File: src/rtl/stdin_pkg.sv
// Shared types and constants for the stdin read controller slice.
package stdin_pkg;

  localparam int STDIN_DEPTH  = 1024;
  localparam int STDIN_ADDR_W = 10;
  localparam int WORD_BYTES   = 4;
  localparam int IDX_W        = 2;

  typedef enum logic [1:0] {
    IDLE  = 2'd0,
    ISSUE = 2'd1,
    WAIT  = 2'd2,
    DONE  = 2'd3
  } state_t;

  // Final CPU-facing value: whole word, or low byte sign/zero-extended.
  function automatic logic [31:0] fmt_resp(input logic is_word, input logic sgn,
                                           input logic [31:0] w);
    if (is_word)  return w;
    else if (sgn) return {{24{w[7]}}, w[7:0]};
    else          return {24'h0, w[7:0]};
  endfunction

endpackage

File: src/rtl/stdin_occupancy_tracker.sv
// Write-path register, buffer occupancy counter and sticky overflow flag.
module stdin_occupancy_tracker
  import stdin_pkg::*;
#(
  parameter int DEPTH  = STDIN_DEPTH,
  parameter int ADDR_W = STDIN_ADDR_W
) (
  input  logic              clk,
  input  logic              reset,
  input  logic              uart_rx_valid,
  input  logic [7:0]        uart_rx_data,
  input  logic              rd_en,
  output logic              mem_write_enable,
  output logic [7:0]        mem_write_data,
  output logic [ADDR_W:0]   occupancy,
  output logic              overflow
);

  localparam int OW = ADDR_W + 1;

  logic [OW-1:0] occ_q, occ_d;
  logic          we_q, we_d;
  logic [7:0]    wd_q;
  logic          ovf_q, ovf_d;
  logic          full;

  // Occupancy after this edge, counting the write and read the buffer sees now.
  always_comb begin
    occ_d = occ_q;
    if (we_q && !rd_en)      occ_d = occ_q + OW'(1);
    else if (!we_q && rd_en) occ_d = occ_q - OW'(1);
  end

  // Full is judged on the projected count so a committing write is not
  // double-booked into the last free slot.
  assign full  = (occ_d == OW'(DEPTH));
  assign we_d  = uart_rx_valid && !full;
  assign ovf_d = ovf_q || (uart_rx_valid && full);

  // Register write strobe/data and update count and sticky overflow.
  always_ff @(posedge clk or posedge reset) begin
    if (reset) begin
      occ_q <= '0;
      we_q  <= 1'b0;
      wd_q  <= 8'h00;
      ovf_q <= 1'b0;
    end else begin
      occ_q <= occ_d;
      we_q  <= we_d;
      wd_q  <= uart_rx_data;
      ovf_q <= ovf_d;
    end
  end

  assign mem_write_enable = we_q;
  assign mem_write_data   = wd_q;
  assign occupancy        = occ_q;
  assign overflow         = ovf_q;

endmodule

File: src/rtl/stdin_read_controller.sv
// Sequences UART bytes into the stdin buffer and serves CPU byte/word reads.
module stdin_read_controller
  import stdin_pkg::*;
#(
  parameter int DEPTH  = STDIN_DEPTH,
  parameter int ADDR_W = STDIN_ADDR_W
) (
  input  logic              clk,
  input  logic              reset,
  input  logic              uart_rx_valid,
  input  logic [7:0]        uart_rx_data,
  input  logic              req_valid,
  input  logic              req_word,
  input  logic              req_signed,
  output logic              req_ready,
  output logic              resp_valid,
  output logic [31:0]       resp_data,
  output logic              busy,
  output logic              mem_write_enable,
  output logic [7:0]        mem_write_data,
  output logic              mem_read_enable,
  input  logic [7:0]        mem_read_data,
  input  logic              mem_read_ready,
  output logic [ADDR_W:0]   occupancy,
  output logic              overflow,
  output logic              proto_err
);

  state_t           state_q;
  logic [IDX_W-1:0] idx_q;
  logic             word_q, sgn_q;
  logic [31:0]      asm_q, asm_d;
  logic [31:0]      resp_q;
  logic             perr_q;

  stdin_occupancy_tracker #(.DEPTH(DEPTH), .ADDR_W(ADDR_W)) u_occ (
    .clk              (clk),
    .reset            (reset),
    .uart_rx_valid    (uart_rx_valid),
    .uart_rx_data     (uart_rx_data),
    .rd_en            (mem_read_enable),
    .mem_write_enable (mem_write_enable),
    .mem_write_data   (mem_write_data),
    .occupancy        (occupancy),
    .overflow         (overflow)
  );

  // One read pulse per ISSUE cycle, only when a byte is known to be buffered;
  // decoded from registered state and count, so it is glitch-free.
  assign mem_read_enable = (state_q == ISSUE) && (occupancy != '0);

  // Drop the returned byte into its little-endian lane.
  always_comb begin
    asm_d = asm_q;
    asm_d[{idx_q, 3'b000} +: 8] = mem_read_data;
  end

  // Read FSM: accept, issue/wait per byte, then present the result for one cycle.
  always_ff @(posedge clk or posedge reset) begin
    if (reset) begin
      state_q <= IDLE;
      idx_q   <= '0;
      word_q  <= 1'b0;
      sgn_q   <= 1'b0;
      asm_q   <= '0;
      resp_q  <= '0;
      perr_q  <= 1'b0;
    end else begin
      case (state_q)
        IDLE: begin
          if (req_valid) begin
            word_q  <= req_word;
            sgn_q   <= req_signed;
            idx_q   <= '0;
            asm_q   <= '0;
            state_q <= ISSUE;
          end
        end
        ISSUE: begin
          if (mem_read_enable) state_q <= WAIT;
        end
        WAIT: begin
          if (mem_read_ready) begin
            asm_q <= asm_d;
            if (!word_q || idx_q == IDX_W'(WORD_BYTES - 1)) begin
              resp_q  <= fmt_resp(word_q, sgn_q, asm_d);
              state_q <= DONE;
            end else begin
              idx_q   <= idx_q + IDX_W'(1);
              state_q <= ISSUE;
            end
          end else begin
            // Missing strobe: flag it and re-pulse; the count is not restored.
            perr_q  <= 1'b1;
            state_q <= ISSUE;
          end
        end
        DONE: state_q <= IDLE;
        default: state_q <= IDLE;
      endcase
    end
  end

  assign req_ready  = (state_q == IDLE);
  assign busy       = (state_q == ISSUE) || (state_q == WAIT);
  assign resp_valid = (state_q == DONE);
  assign resp_data  = resp_q;
  assign proto_err  = perr_q;

endmodule

File: config.mk
export PLATFORM = sky130hd
export DESIGN_NAME = stdin_read_controller
export DESIGN_NICKNAME = d
export VERILOG_FILES = /design/src/rtl/stdin_pkg.sv /design/src/rtl/stdin_occupancy_tracker.sv /design/src/rtl/stdin_read_controller.sv
export SDC_FILE = /design/constraint.sdc
export NUM_CORES = 1
export LEC_CHECK = 0
export ABC_AREA = 1
export CAP_MARGIN = 15
export CORE_MARGIN = 5
export CORE_UTILIZATION = 49
export DETAILED_ROUTE_END_ITERATION = 6
export PLACE_DENSITY_LB_ADDON = 0.25
export SLEW_MARGIN = 10
export SYNTH_ARGS = -nofsm -noshare
export SYNTH_HDL_FRONTEND = slang
export SYNTH_HIERARCHICAL = 1
export SYNTH_SLANG_ARGS = --single-unit
File: constraint.sdc
create_clock -name clk -period 2.12 [get_ports clk]
set_input_delay 0.424 -clock clk [delete_from_list [all_inputs] [get_ports clk]]
set_output_delay 0.424 -clock clk [all_outputs]
set_load 0.02 [all_outputs]
After elaboration in Yosys (flattened, before gate mapping)
Cells that the tools add are included.
{"block": "op_classes", "bitwise": 1, "muxes": 17, "reduce_logical": 21, "shifts": 2, "add_sub_neg": 4, "n_eq_ne": 9}
{"op": "$mux 32", "count": 4}
{"op": "$pmux 32 s2", "count": 1}
{"op": "$bwmux 32", "count": 1}
{"op": "$shift 8x7->32 const A", "count": 1}
{"op": "$shiftx 8x7->32", "count": 1}
{"op": "$mux 11", "count": 2}
{"op": "$mux 2", "count": 7}
{"op": "$add 11x1->11 const B", "count": 1}
{"op": "$eq 11x11->1 const B", "count": 1}
{"op": "$reduce_bool 11->1", "count": 1}
{"op": "$sub 11x1->11 const B", "count": 1}
{"op": "$pmux 2 s4", "count": 1}
{"op": "$neg 5->7", "count": 1}
{"op": "$eq 2x2->1 const B", "count": 3}
{"op": "$ne 2x2->1 const B", "count": 3}
{"op": "$reduce_and 2->1", "count": 3}
{"op": "$reduce_and 3->1", "count": 2}
{"op": "$logic_and 1x1->1", "count": 5}
{"op": "$logic_not 1->1", "count": 4}
{"op": "$pmux 2 s2", "count": 1}
{"op": "$reduce_and 4->1", "count": 1}
{"op": "$logic_or 1x1->1", "count": 3}
{"op": "$add 2x1->2 const B", "count": 1}
{"op": "$eq 2x1->1 const B", "count": 1}
{"op": "other kinds (4)", "count": 4}
{"block": "totals", "elab_cells": 65, "out_inout_bits": 58, "reg_bits": 92}

Longest topological paths before layout
{"block": "logic_depth", "word_depth": 8, "ltp_mapped": 17}

Hierarchy
Netlist, hierarchy kept.
{"mod": "stdin_read_controller", "instances": 1, "seq_area_each_um2": 1776.7, "cells_per_inst": 507, "area_per_inst_um2": 3783.6}
{"mod": "stdin_occupancy_tracker", "instances": 1, "seq_area_each_um2": 525.5, "cells_per_inst": 158, "area_per_inst_um2": 1143.6}

Worst setup path after synthesis
No wires, ideal clock.
{"block": "synth_timing", "path_type": "reg2reg", "start": "register u_occ.occ_q[5], in the netlist u_occ/occupancy[5]", "end": "register u_occ.we_q, in the netlist u_occ/mem_write_enable", "required_time_ns": 1.997, "stages_incl_launch_ff": 13, "setup_ns": 0.123, "t_arrival_ns": 2.416, "slack_ns": -0.418, "synth_period_minus_slack_ns": 2.538, "cell_sequence": "dfrtp_1 > nor2_1 > and2_1 > a21boi_0 > nand2_2 > nor2_2 > nand2_1 > nand2_1 > nand4_1 > nand2_1 > nand2_1 > nor2_2 > a21boi_1"}
{"block": "synth_via", "elab_chain_cells": 8, "elab_cells_between_ends": 12, "cone_classes": "add/sub (2); eq/ne (1); mux (2); reduce/logical (7)"}
{"item": "start: declaration", "line_no": "stdin_occupancy_tracker.sv:21", "rtl": "logic [OW-1:0] occ_q, occ_d;"}
{"item": "start signal: assignment", "line_no": "stdin_occupancy_tracker.sv:43", "rtl": "occ_q <= '0;"}
{"item": "start signal: assignment", "line_no": "stdin_occupancy_tracker.sv:48", "rtl": "occ_q <= occ_d;"}
{"item": "$reduce_bool 11->1 (*)", "line_no": "stdin_read_controller.sv:50", "rtl": "assign mem_read_enable = (state_q == ISSUE) && (occupancy != '0);"}
{"item": "$logic_and 1x1->1 (*)", "line_no": "stdin_read_controller.sv:50"}
{"item": "named net mem_read_enable", "line_no": "stdin_read_controller.sv:21", "rtl": "output logic mem_read_enable,"}
{"item": "$logic_and 1x1->1 or $logic_not 1->1 (tied branches)", "line_no": "stdin_occupancy_tracker.sv:31, stdin_occupancy_tracker.sv:30"}
{"item": "$mux 11 or $logic_and 1x1->1 (tied branches)", "line_no": "stdin_occupancy_tracker.sv:31, stdin_occupancy_tracker.sv:30"}
{"item": "$mux 11 (*)", "line_no": "stdin_occupancy_tracker.sv:30", "rtl": "if (we_q && !rd_en) occ_d = occ_q + OW'(1);"}
{"item": "$eq 11x11->1 (*)", "line_no": "stdin_occupancy_tracker.sv:36", "rtl": "assign full = (occ_d == OW'(DEPTH));"}
{"item": "$logic_not 1->1 (*)", "line_no": "stdin_occupancy_tracker.sv:37", "rtl": "assign we_d = uart_rx_valid && !full;"}
{"item": "$logic_and 1x1->1 (*)", "line_no": "stdin_occupancy_tracker.sv:37"}
{"item": "named net u_occ.we_d", "line_no": "stdin_occupancy_tracker.sv:22", "rtl": "logic we_q, we_d;"}
{"item": "end signal: assignment", "line_no": "stdin_occupancy_tracker.sv:49", "rtl": "we_q <= we_d;"}
{"item": "end: declaration", "line_no": "stdin_occupancy_tracker.sv:22"}
Mark *: on every way through the listed nets, which the timed path passes. The rest lies on a longest branch.
A chain may end at the register's enable or synchronous reset.

Final worst setup path
{"block": "layout_timing", "start": "register state_q[1]", "end": "output resp_valid"}
{"block": "layout_via", "elab_chain_cells": 1}
{"item": "start: declaration", "line_no": "stdin_read_controller.sv:29", "rtl": "state_t state_q;"}
{"item": "start signal: assignment", "line_no": "stdin_read_controller.sv:61", "rtl": "state_q <= IDLE;"}
{"item": "start signal: assignment", "line_no": "stdin_read_controller.sv:76", "rtl": "state_q <= ISSUE;"}
{"item": "start signal: assignment", "line_no": "stdin_read_controller.sv:80", "rtl": "if (mem_read_enable) state_q <= WAIT;"}
{"item": "$eq 2x2->1", "line_no": "stdin_read_controller.sv:106", "rtl": "assign resp_valid = (state_q == DONE);"}
{"item": "end: declaration", "line_no": "stdin_read_controller.sv:16", "rtl": "output logic resp_valid,"}
Every way passes these cells.

==> reports/results.ini <==
[run_status]
status = complete, no violations

[die]
coreArea_um2 = 9770
ioPinCount = 81
die_area_um2 = 12200
die_w_um = 110
num_rows = 36
start_util_pct = 50.4
die_h_um = 110

[cells_and_area]
final_area_um2 = 6390
drive_gt1_share_pct = 12.0
fin_cells = 905
mostFrequentLayoutCell = nand2_1
post-route-util_pct = 65.3
fin_nets = 803
n_antenna_cell = 0
most-common-layout-cells = 302 x nand2_1, 93 x inv_1, 91 x dfrtp_1
syn_to_final_growth_pct = 29.6

[placed_design]
postPlaceCellArea_um2 = 6070
dpl.hpwl_um = 8840
place_inst = 886
gp_congestion = 0.912
io_buffer_count = 80

[power_and_ir_drop]
p_sw_share_pct = 42.1
vdd_drop_max_v = 0.000799
comb_power_share_pct = 52.5
leakage_nw = 3.41
p_int_w = 0.00479
power.share.clock_pct = 16.2
seqPwrFrac_pct = 31.3
power_switching_w = 0.00349
power-per-cell-area_nw_per_um2 = 1300

[setup_path]
startpoint_type = flip-flop
critPathMaxFanout = 4
cpMaxStageDelayCell = clkdlybuf4s50_1
end_kind = output port
path_cells = buf_4 -> ha_1 -> clkdlybuf4s50_1
critPathKind = flip-flop to output port
slowest_delay_ps = 530
cp_top_family = buffers and inverters
required_ps = 1700
worst-path-buf-inv = 2
arrival_ps = 1610

[routing]
vias_per_cell = 4.86
drc = 0
drt_iter0_markers = 263
vias = 4395
antenna_left = 0
wl_per_cell_um = 13.4
dr.pass1.iters = 5
wirelength_um = 12100

[sta]
min_period_ps = 2040
setup_viol = 0
fin_crit_sh_pct = 96.2
slew_viol_final = 0
hold_viol = 0
slew_headroom_pct = 61.8
fmax_mhz = 490
clock_skew_ps = 10.9
tightest_slew_ps = 571

[grt]
grt_max_degree = 35
grt_pass1_vias = 4410
antenna_found_initial = 0
grt_first_pass_wirelength_um = 20100
grtUsageMet3_pct = 6.12
grt_use_met2_pct = 34.6
track_usage_pct = 21.0
busiest_layer = met2
gr-usage-met1_pct = 26.5
grt.overflow.total = 0

[clock_network]
root_buffer = clkbuf_8
clk_latency_ps = 370
ctsLongestPathBuffers = 2
clk_pin_slew_ps = 90
numClockSinks = 92
cts-htree-levels = 3
numCtsBuffers = 9
cts_tree = built

[logic_synthesis]
syn_area_um2 = 4930
ys_ff_latch = 92
syn_inst = 665
syn_nets = 701
ys_types = 34
yosysWarnings = 6
ys_seq_area_share_pct = 46.7
syn_area_per_cell_um2 = 7.41

[worst_hold_path]
worstHoldPathType = input pin to async pin

[run]
cap_violations = 0

worst reg2reg max path: cells and delay by family, from the launching register on:
| kind | cells | cell delay (ps) |
|---|---|---|
| simple gates | 10 | 1020 |
| compound gates | 1 | 240 |
| flops | 1 | 400 |
| fa+ha+maj | 1 | 190 |
| buf+inv | 1 | 90 |
routing by layer:
layer,share of wire (%),vias to the layer above
met3,7.4,26
met2,48,151
li1,-,2207
met4,2.0,0
met1,43,2011
met5,0,-
final timing paths:
check | startpoint | endpoint | slack (ps) | depth (start not counted)
setup reg to reg | state_q[1] | u_occ/overflow | 140 | 13
max in group asynchronous | reset | state_q[1] | 1140 | 3
setup / recovery | state_q[1] | resp_valid | 80 | 3
hold reg to reg | proto_err | proto_err | 480 | 2
min in group clk | proto_err | proto_err | 480 | 2
hold / removal | reset | u_occ/mem_write_data[7] | 420 | 2
metrics by stage:
| stage | total power, W | setup slack (ps) | hold WS [ps] | TNS (ps) |
|---|---|---|---|---|
| 6_report | 0.00827 | 81.1 | 416 | 0 |
| 3_3_place_gp | 0.00672 | 188 | 454 | 0 |
| 2_1_floorplan | 0.00514 | 33.7 | 401 | 0 |
| 3_5_place_dp | 0.00683 | 37.2 | 465 | 0 |
| 5_1_grt | 0.00888 | -50.9 | 433 | -86.3 |
| 4_1_cts | 0.00818 | 26.6 | 410 | 0 |
registers in the layout, indices dropped and copies added (netlist names):
register                flops
asm_q                      32
resp_data                  32
u_occ/occupancy            11
u_occ/mem_write_data        8
idx_q                       2
state_q                     2
proto_err                   1
sgn_q                       1
u_occ/mem_write_enable      1
u_occ/overflow              1
word_q                      1
power groups by stage:
stage | Combinational, W | Clock (W) | Sequential (W)
floorplan | 0.00197 | 0 | 0.00317
global placement | 0.00412 | 0 | 0.00260
detailed placement | 0.00420 | 0 | 0.00262
CTS | 0.00421 | 0.00137 | 0.00260
global route | 0.00478 | 0.00144 | 0.00265
finish | 0.00435 | 0.00134 | 0.00259
layout make-up:
| class | instances | area (um^2) |
|---|---|---|
| clock inverters | 5 | 85.1 |
| repair buffers | 107 | 1090 |
| clock buffers | 11 | 141 |
| flip-flops and latches | 92 | 2300 |
| fillers | 859 | 3390 |
| inverters | 102 | 389 |
| well taps | 133 | 166 |
| multi-input cells | 455 | 2210 |
logic make-up (layout without fill, tap and decap cells):
| group | count (synthesis) | count (layout) | synth area share (%) |
|---|---|---|---|
| mux | 1 | 1 | 0.229 |
| compound gates | 49 | 49 | 7.34 |
| flops | 92 | 92 | 46.7 |
| xor+xnor | 1 | 1 | 0.178 |
| simple gates | 391 | 391 | 32.4 |
| fa+ha+maj | 13 | 13 | 3.30 |
| buf+inv | 118 | 225 | 9.80 |
timing repair:
action,in CTS,in global routing
setup buffers,0,3
gates resized for setup,3,19
hold buffers,0,0
endpoints found under the setup margin,3,3
cells in the mapped netlist (all sizes together):
master | n | share of area, %
a21boi | 19 | 3.7
a21oi | 11 | 1.4
and2 | 1 | 0.13
buf | 12 | 1.7
clkbuf | 4 | 0.30
clkinv | 1 | 0.076
dfrtp | 92 | 47
ha | 13 | 3.3
inv | 101 | 7.7
mux2 | 1 | 0.23
nand2 | 309 | 24
nand3 | 33 | 3.6
nand4 | 3 | 0.38
nor2 | 42 | 4.0
o21ai | 12 | 1.4
o22ai | 7 | 0.89
or2 | 3 | 0.38
xnor2 | 1 | 0.18
No activity file was read; power rests on OpenSTA's default activity.
